--- src/rtl/tx_arb_ser_pkg.sv ---
// Shared types for the tx_arb_ser slice: FSM state encoding and header offset.
// TX_ARB_SER_CKSUM_EN adds the CKS state used for the trailing XOR byte.
package tx_pkg;

  localparam logic [7:0] HDR_OFS = 8'd1;
  localparam int         CW      = 2;

`ifdef TX_ARB_SER_CKSUM_EN
  typedef enum logic [2:0] {
    S_IDLE,
    S_HDR,
    S_DATA,
    S_CKS,
    S_ACK,
    S_FIN
  } state_t;
`else
  typedef enum logic [2:0] {
    S_IDLE,
    S_HDR,
    S_DATA,
    S_ACK,
    S_FIN
  } state_t;
`endif

endpackage

--- src/rtl/tx_arb_ser_rr_arb.sv ---
// Combinational round-robin arbiter: first set req at or after ptr, wrapping.
// Ports: req_i requests, ptr_i search start, vld_o any grant, gnt_o index.
module rr_arb
  import tx_pkg::*;
#(
  parameter  int NCH = 4,
  localparam int IW  = (NCH > 1) ? $clog2(NCH) : 1
) (
  input  logic [NCH-1:0] req_i,
  input  logic [IW-1:0]  ptr_i,
  output logic           vld_o,
  output logic [IW-1:0]  gnt_o
);

  logic [NCH-1:0] rot;
  int             s;

  // rot[i] is the request of channel (ptr+i) mod NCH
  always_comb begin
    rot   = NCH'({req_i, req_i} >> ptr_i);
    vld_o = 1'b0;
    gnt_o = '0;
    s     = 0;
    // descending so the smallest offset wins
    for (int i = NCH - 1; i >= 0; i--) begin
      if (rot[i]) begin
        s = int'(ptr_i) + i;
        if (s >= NCH) s = s - NCH;
        vld_o = 1'b1;
        gnt_o = IW'(s);
      end
    end
  end

endmodule

--- src/rtl/tx_arb_ser.sv ---
// Round-robin word arbiter and byte serializer: header, payload MSB first.
// Ports: req/din/wfull in; out/winc/accept out. Option TX_ARB_SER_CKSUM_EN.
module tx_arb_ser
  import tx_pkg::*;
#(
  parameter  int NCH    = 4,
  parameter  int WBYTES = 2,
  localparam int IW     = (NCH > 1) ? $clog2(NCH) : 1,
  localparam int DW     = 8 * WBYTES
) (
  input  logic              clk,
  input  logic              rst_n,
  input  logic [NCH-1:0]    req,
  input  logic [NCH*DW-1:0] din,
  input  logic              wfull,
  output logic [7:0]        out,
  output logic              winc,
  output logic [NCH-1:0]    accept
);

  state_t         state_q;
  logic [IW-1:0]  sel_q;
  logic [IW-1:0]  ptr_q;
  logic [CW-1:0]  cnt_q;
  logic [DW-1:0]  snap_q;
`ifdef TX_ARB_SER_CKSUM_EN
  logic [7:0]     cks_q;
`endif

  logic           gvld;
  logic [IW-1:0]  gidx;
  logic [DW-1:0]  gword;
  logic [7:0]     hdr;
  logic [7:0]     dbyte;

  rr_arb #(
    .NCH (NCH)
  ) u_arb (
    .req_i (req),
    .ptr_i (ptr_q),
    .vld_o (gvld),
    .gnt_o (gidx)
  );

  assign gword = DW'(din >> (int'(gidx) * DW));
  assign hdr   = 8'(sel_q) + HDR_OFS;
  assign dbyte = 8'(snap_q >> {cnt_q, 3'b000});

  always_comb begin
    out    = '0;
    winc   = 1'b0;
    accept = '0;
    unique case (state_q)
      S_HDR: begin
        out  = hdr;
        winc = !wfull;
      end
      S_DATA: begin
        out  = dbyte;
        winc = !wfull;
      end
`ifdef TX_ARB_SER_CKSUM_EN
      S_CKS: begin
        out  = cks_q;
        winc = !wfull;
      end
`endif
      S_ACK:   accept = NCH'(1) << sel_q;
      default: ;
    endcase
  end

  always_ff @(posedge clk or negedge rst_n) begin
    if (!rst_n) begin
      state_q <= S_IDLE;
      sel_q   <= '0;
      ptr_q   <= '0;
      cnt_q   <= '0;
      snap_q  <= '0;
`ifdef TX_ARB_SER_CKSUM_EN
      cks_q   <= '0;
`endif
    end else begin
      unique case (state_q)
        S_IDLE: begin
          if (gvld) begin
            sel_q   <= gidx;
            snap_q  <= gword;
            ptr_q   <= (gidx == IW'(NCH - 1)) ? '0 : gidx + 1'b1;
            state_q <= S_HDR;
          end
        end
        S_HDR: begin
          if (!wfull) begin
            cnt_q   <= CW'(WBYTES - 1);
`ifdef TX_ARB_SER_CKSUM_EN
            cks_q   <= hdr;
`endif
            state_q <= S_DATA;
          end
        end
        S_DATA: begin
          if (!wfull) begin
`ifdef TX_ARB_SER_CKSUM_EN
            cks_q <= cks_q ^ dbyte;
`endif
            if (cnt_q == '0) begin
`ifdef TX_ARB_SER_CKSUM_EN
              state_q <= S_CKS;
`else
              state_q <= S_ACK;
`endif
            end else begin
              cnt_q <= cnt_q - 1'b1;
            end
          end
        end
`ifdef TX_ARB_SER_CKSUM_EN
        S_CKS: begin
          if (!wfull) state_q <= S_ACK;
        end
`endif
        // accept is one-hot on sel, so this tests req[sel]
        S_ACK: begin
          if (~|(req & accept)) state_q <= S_FIN;
        end
        S_FIN:   state_q <= S_IDLE;
        default: state_q <= S_IDLE;
      endcase
    end
  end

endmodule

--- config.mk ---
export PLATFORM = sky130hd
export DESIGN_NAME = tx_arb_ser
export DESIGN_NICKNAME = d
export VERILOG_FILES = /design/src/rtl/tx_arb_ser_pkg.sv /design/src/rtl/tx_arb_ser_rr_arb.sv /design/src/rtl/tx_arb_ser.sv
export SDC_FILE = /design/constraint.sdc
export NUM_CORES = 1
export LEC_CHECK = 0
export ABC_AREA = 0
export CORE_MARGIN = 2
export CORE_UTILIZATION = 46
export CTS_CLUSTER_SIZE = 10
export DETAILED_ROUTE_END_ITERATION = 8
export GPL_TIMING_DRIVEN = 0
export PLACE_DENSITY_LB_ADDON = 0.1
export REMOVE_ABC_BUFFERS = 1
export SLEW_MARGIN = 10
export SYNTH_ARGS = -nofsm -noshare
export SYNTH_HDL_FRONTEND = slang
export SYNTH_SLANG_ARGS = --single-unit
--- constraint.sdc ---
create_clock -name clk -period 2.9 [get_ports clk]
set_input_delay 0.29 -clock clk [delete_from_list [all_inputs] [get_ports clk]]
set_output_delay 0.29 -clock clk [all_outputs]
set_load 0.005 [all_outputs]
==> results.cfg, run 1 <==
[run_status]
status = completed

[clock_network]
clockBufferDepth = 2
insertion_delay_ns = 0.27
cts-buffers-inserted = 3
cts_max_level = 1
clock-root-buffer = clkbuf_8
cts_tree = yes
cts_hold_buf = 0
cts.sinks = 25
clk_pin_slew_ns = 0.09

[route]
avgRoutedWirePerCell_um = 15.7
drc = 0
dr.pass1.iters = 4
num_vias = 1983
routed_wl_mm = 5.47
via_per_inst = 5.68
final_antenna_net_count = 0
drt_iter0_drc = 140

[logic_synthesis]
synth.area.top_cells = dfrtp_1 32%, nand2_1 7.9%, a311oi_1 7.2%, a2111oi_2 6.2%, a21boi_0 6.2%
synth_top_area_cell = dfrtp_1
ys_warn_count = 0
synth_area_per_cell_um2 = 8.52
syn-cell-area_mm2 = 0.00194
synth_top_area_share = 0.322
synth-edff-count = 0
ys_async_sr_fraction = 1.00
synth-seq-area-share = 0.322
synth.distinct_cells = 41
synth-main-ff-cell = dfrtp_1
synth_seq_cells = 25
syn_inst = 228

[global_routing]
grtUsageTotal = 0.242
grt_max_degree = 35
grt_pass1_vias = 1864
grt_pass1_wl_mm = 8.55
overflow = 0
antenna_found_initial = 0

[worst_setup_path]
cp_max_fo = 18
worstSetupStartpointType = input pin
r2r_cells = 5
critPathKind = in -> reg
critPathRequiredTime_ns = 3.03
cp-end-kind = flop
cp.arrival_ns = 2.80

[sta]
worst_pin_slew_ns = 0.917
relSlewSlack = 0.387
final.min_clock_period_ns = 2.67
final.period_utilization = 0.922
slew_viol_final = 0
hold_viol_final = 0
rsz0062_at_grt = no
finalSetupViolCount = 0
worst_hold_slack_ns = 0.000765
clock.fmax_mhz = 374
fin_skew_ns = 0.00453

[power_and_ir_drop]
ir_worst_vdd_mv = 0.330
power.density_mw_per_mm2 = 852
leakagePower_nw = 1.08

[floorplanning]
fp-row-count = 23
die_w_um = 69.0
io_pins = 84
dieArea_mm2 = 0.00476
die_h_um = 69.0
placeableCoreArea_mm2 = 0.00403
initial_core_util = 0.482

[finish]
seqCellArea_um2 = 626
finalNonFillerCells = 349
nets = 376
diodes = 0
multiInputGateArea_mm2 = 0.00121
drive_gt1_frac = 0.0736
syn_to_final_growth_pct = 44.6
layout_common_cells = 82 x clkdlybuf4s50_1, 41 x nand2_1, 29 x nor2_1
fin_area_mm2 = 0.00281
fillerInstances = 358
final_common_cell = clkdlybuf4s50_1

[placement]
io_buffers = 83
finalWeightedCongestion = 0.802
place_inst = 345
hpwl_mm = 3.84
dpl-instance-area_mm2 = 0.00276

[worst_hold_path]
worstHoldPathType = in -> async

[flow_run]
max_cap_violations = 0
power by group:
part,leakage (nW),internal [W],switching (W)
Combinational,0.774,0.000693,0.000773
Clock,0.0228,0.0000983,0.000110
Sequential,0.287,0.000528,0.000189
Total,1.08,0.00132,0.00107
cells by family (layout without fill, tap and decap cells):
kind of cell | after synthesis | count (layout) | share of synthesized area
XOR/XNOR | 2 | 2 | 0.00902
multiplexers | 10 | 10 | 0.0547
AO/OA/AOI/OAI | 74 | 74 | 0.318
AND/OR/NAND/NOR | 88 | 88 | 0.200
buffers and inverters | 24 | 95 | 0.0644
flip-flops | 25 | 25 | 0.322
adder cells (fa/ha/maj) | 5 | 5 | 0.0322
synth_stat cells (all sizes together), types with 2 or more instances:
master,count
nor2,29
and2,6
mux2,2
nor2b,2
a22oi,2
inv,6
a21oi,6
mux2i,8
o22ai,2
ha,5
dfrtp,25
o21ai,10
nor4,2
nand2,42
a2111oi,16
clkbuf,8
a21boi,17
buf,10
xnor2,2
a311oi,16
final timing paths:
path	to	slack, ns	startpoint
max in group asynchronous	snap_q[4]$_DFFE_PN0P_	2.52	rst_n
min in group clk	cnt_q[1]$_DFFE_PN0P_	0.53	cnt_q[1]$_DFFE_PN0P_
worst max-delay path	ptr_q[1]$_DFFE_PN0P_	0.23	req[1]
worst min register to register	cnt_q[1]$_DFFE_PN0P_	0.53	cnt_q[1]$_DFFE_PN0P_
worst max register to register	ptr_q[1]$_DFFE_PN0P_	0.36	ptr_q[1]$_DFFE_PN0P_
worst min-delay path	ptr_q[1]$_DFFE_PN0P_	0.0008	rst_n
layer usage:
layer | global-route usage | share of wire | up-vias
met5 | 0 | 0 | -
met2 | 0.418 | 0.51 | 63
met1 | 0.310 | 0.42 | 934
li1 | - | - | 982
met4 | 0.0711 | 0.0090 | 0
met3 | 0.0406 | 0.057 | 4
per-stage QoR:
step / total power [W] / utilization / TNS, ns / setup WS (ns)
floorplan: 0.00159 / - / 0 / 0.0206
global placement: 0.00211 / 0.679 / -25.34 / -1.51
detailed placement: 0.00218 / 0.685 / -8.46 / -0.600
CTS: 0.00239 / 0.696 / 0 / 0.103
global route: 0.00260 / 0.697 / 0 / 0.0603
finish: 0.00239 / 0.697 / 0 / 0.225
worst max-delay path, cell delays in order:
cell	delay, ns
clkdlybuf4s50_1	0.56
a21boi_1	0.22
a2bb2oi_2	0.69
nand2_1	0.64
xnor2_1	0.31
o21ai_1	0.08
final cells by class:
| class | count | share of cell area |
|---|---|---|
| Multi-Input combinational cell | 179 | 0.430 |
| Timing Repair Buffer | 85 | 0.301 |
| Sequential cell | 25 | 0.223 |
| Tap cell | 50 | 0.0223 |
| Clock buffer | 4 | 0.0160 |
| Inverter | 6 | 0.00802 |
repair_timing:
action / CTS / global route
gates resized for setup: 1 / 2
setup buffers: 0 / 0
endpoints found under the setup margin: 16 / 11
flip-flops by register name, indices dropped and copies added (netlist names):
register / flops
cnt_q: 2
snap_q: 16
sel_q: 2
ptr_q: 2
state_q: 3
(Power assumes the default switching activity.)
==> inputs of run 2 (changes only) <==
--- a/config.mk
+++ b/config.mk
@@ -7,7 +7,7 @@
 export LEC_CHECK = 0
 export ABC_AREA = 0
 export CORE_MARGIN = 2
-export CORE_UTILIZATION = 46
+export CORE_UTILIZATION = 39
 export CTS_CLUSTER_SIZE = 10
 export DETAILED_ROUTE_END_ITERATION = 8
 export GPL_TIMING_DRIVEN = 0
==> constraint.sdc (replaced) <==
create_clock -name clk -period 2.2 [get_ports clk]
set_input_delay 0.22 -clock clk [delete_from_list [all_inputs] [get_ports clk]]
set_output_delay 0.22 -clock clk [all_outputs]
set_load 0.005 [all_outputs]
==> results.cfg, run 2 (same netlist as run 1, synthesis figures left out) <==
[finish]
drive_gt1_frac = 0.156
seqCellArea_um2 = 631
largest_reg_flops = 16
reg.largest.list = snap_q: 16 flops, state_q: 3 flops
nets = 392
finish.utilization = 0.635
diodes = 0
final_common_cell = clkdlybuf4s50_1
fillerInstances = 444
syn_to_final_growth_pct = 55.4
layout_common_cells = 81 x clkdlybuf4s50_1, 39 x nand2_1, 28 x nor2_1
largest-register = snap_q
multiInputGateArea_mm2 = 0.00127

[worst_setup_path]
worstPathBufferInverterCount = 1
worstSetupStartpointType = flop
critPathKind = reg -> out
slowest_delay_ns = 0.54
cp.arrival_ns = 1.86
worstReg2RegStart = cnt_q[0]$_DFFE_PN0P_
critical_path.top_delay_family = buffers and inverters
slowest_stage = clkdlybuf4s50_1
startpoint = state_q[2]$_DFFE_PN0P_
critPathRequiredTime_ns = 1.98
cp-end-kind = output pin
path_cells = nor2_4, nand3_4, o21ai_0, clkdlybuf4s50_1
cp_max_fo = 8

[route]
drc = 0
routed_wl_mm = 6.21
num_vias = 2064
avgRoutedWirePerCell_um = 16.3
via_per_inst = 5.40
dr.pass1.iters = 4
final_antenna_net_count = 0
drt_iter0_drc = 100

[floorplanning]
fp-row-count = 25
die_w_um = 74.6
die_h_um = 74.6
initial_core_util = 0.409
io_pins = 84
dieArea_mm2 = 0.00556
placeableCoreArea_mm2 = 0.00475

[sta]
slew_viol_final = 0
worst_pin_slew_ns = 0.600
final.period_utilization = 0.945
final.min_clock_period_ns = 2.08
worst_hold_slack_ns = 0.488
fin_skew_ns = 0.00469
rsz0062_at_grt = no
clock.fmax_mhz = 481
relSlewSlack = 0.600
hold_viol_final = 0
finalSetupViolCount = 0

[placement]
finalWeightedCongestion = 0.819
io_buffers = 83
hpwl_mm = 4.01

[clock_network]
clockBufferDepth = 2
cts.sinks = 25
cts-buffers-inserted = 3
insertion_delay_ns = 0.27
clock-root-buffer = clkbuf_8
cts_tree = yes
clk_pin_slew_ns = 0.09
cts_max_level = 1

[global_routing]
overflow = 0
grt_pass1_wl_mm = 9.37
grt_pass1_vias = 1972
antenna_found_initial = 0
grt_max_degree = 26
grtUsageTotal = 0.220

[power_and_ir_drop]
power.density_mw_per_mm2 = 1140
ir_worst_vdd_mv = 0.518
leakagePower_nw = 1.19

[flow_run]
max_cap_violations = 0

[run_status]
status = completed

[worst_hold_path]
worstHoldPathType = in -> async
==> run 2: per-layer routing <==
metal | GRT usage | up-vias | part of all wire
met3 | 0.0366 | 4 | 0.047
li1 | - | 1020 | -
met2 | 0.388 | 60 | 0.51
met5 | 0 | - | 0
met4 | 0.0655 | 0 | 0.0047
met1 | 0.276 | 980 | 0.44
==> run 2: cell type report <==
class / count / share of cell area
inverter: 6 / 0.00746
multi-input combinational: 180 / 0.420
timing repair buffer: 100 / 0.321
clock buffer: 3 / 0.0137
clock inverter: 1 / 0.00166
sequential: 25 / 0.209
tap: 67 / 0.0278
==> run 2: per-stage QoR <==
step / power [W] / area (µm²) / worst slack, ns / TNS (ns) / cells
floorplan: 0.00210 / 1840 / -0.679 / -11.24 / 210
global placement: 0.00281 / 2760 / -2.33 / -41.01 / 360
detailed placement: 0.00287 / 2780 / -0.776 / -13.63 / 362
CTS: 0.00333 / 2920 / 0.0162 / 0 / 373
global route: 0.00372 / 3020 / 0.0327 / 0 / 382
finish: 0.00345 / 3020 / 0.120 / 0 / 382
==> run 2: worst reg2reg max path, stage by stage, from the launching register on <==
cell     delay, ns
dfrtp_2       0.58
inv_1         0.08
ha_1          0.23
nor2b_1       0.13
o21ai_0       0.22
a32o_1        0.30
mux2_2        0.36
==> run 2: where the power goes <==
group	internal [W]	total [W]	leakage (nW)	switching, W
Clock	0.000127	0.000282	0.0255	0.000155
Sequential	0.000704	0.000935	0.283	0.000231
Combinational	0.00107	0.00223	0.880	0.00116
Total	0.00190	0.00345	1.19	0.00155
==> run 2: final timing paths <==
check | endpoint | slack [ns] | depth (start not counted)
worst max-delay path | out[2] | 0.12 | 4
worst min-delay path | snap_q[0]$_DFFE_PN0P_ | 0.49 | 2
worst max register to register | state_q[0]$_DFFE_PN0P_ | 0.18 | 6
worst min register to register | cnt_q[1]$_DFFE_PN0P_ | 0.53 | 2
max in group asynchronous | state_q[0]$_DFFE_PN0P_ | 1.29 | 2
min in group clk | snap_q[15]$_DFFE_PN0P_ | 0.50 | 3
==> run 2: what timing repair did <==
action,CTS,global route
endpoints found under the setup margin,27,20
setup buffers,6,8
hold endpoints to repair,0,25
cloned,1,0
pin swaps,2,1
hold buffers,0,1
resized for setup,14,5
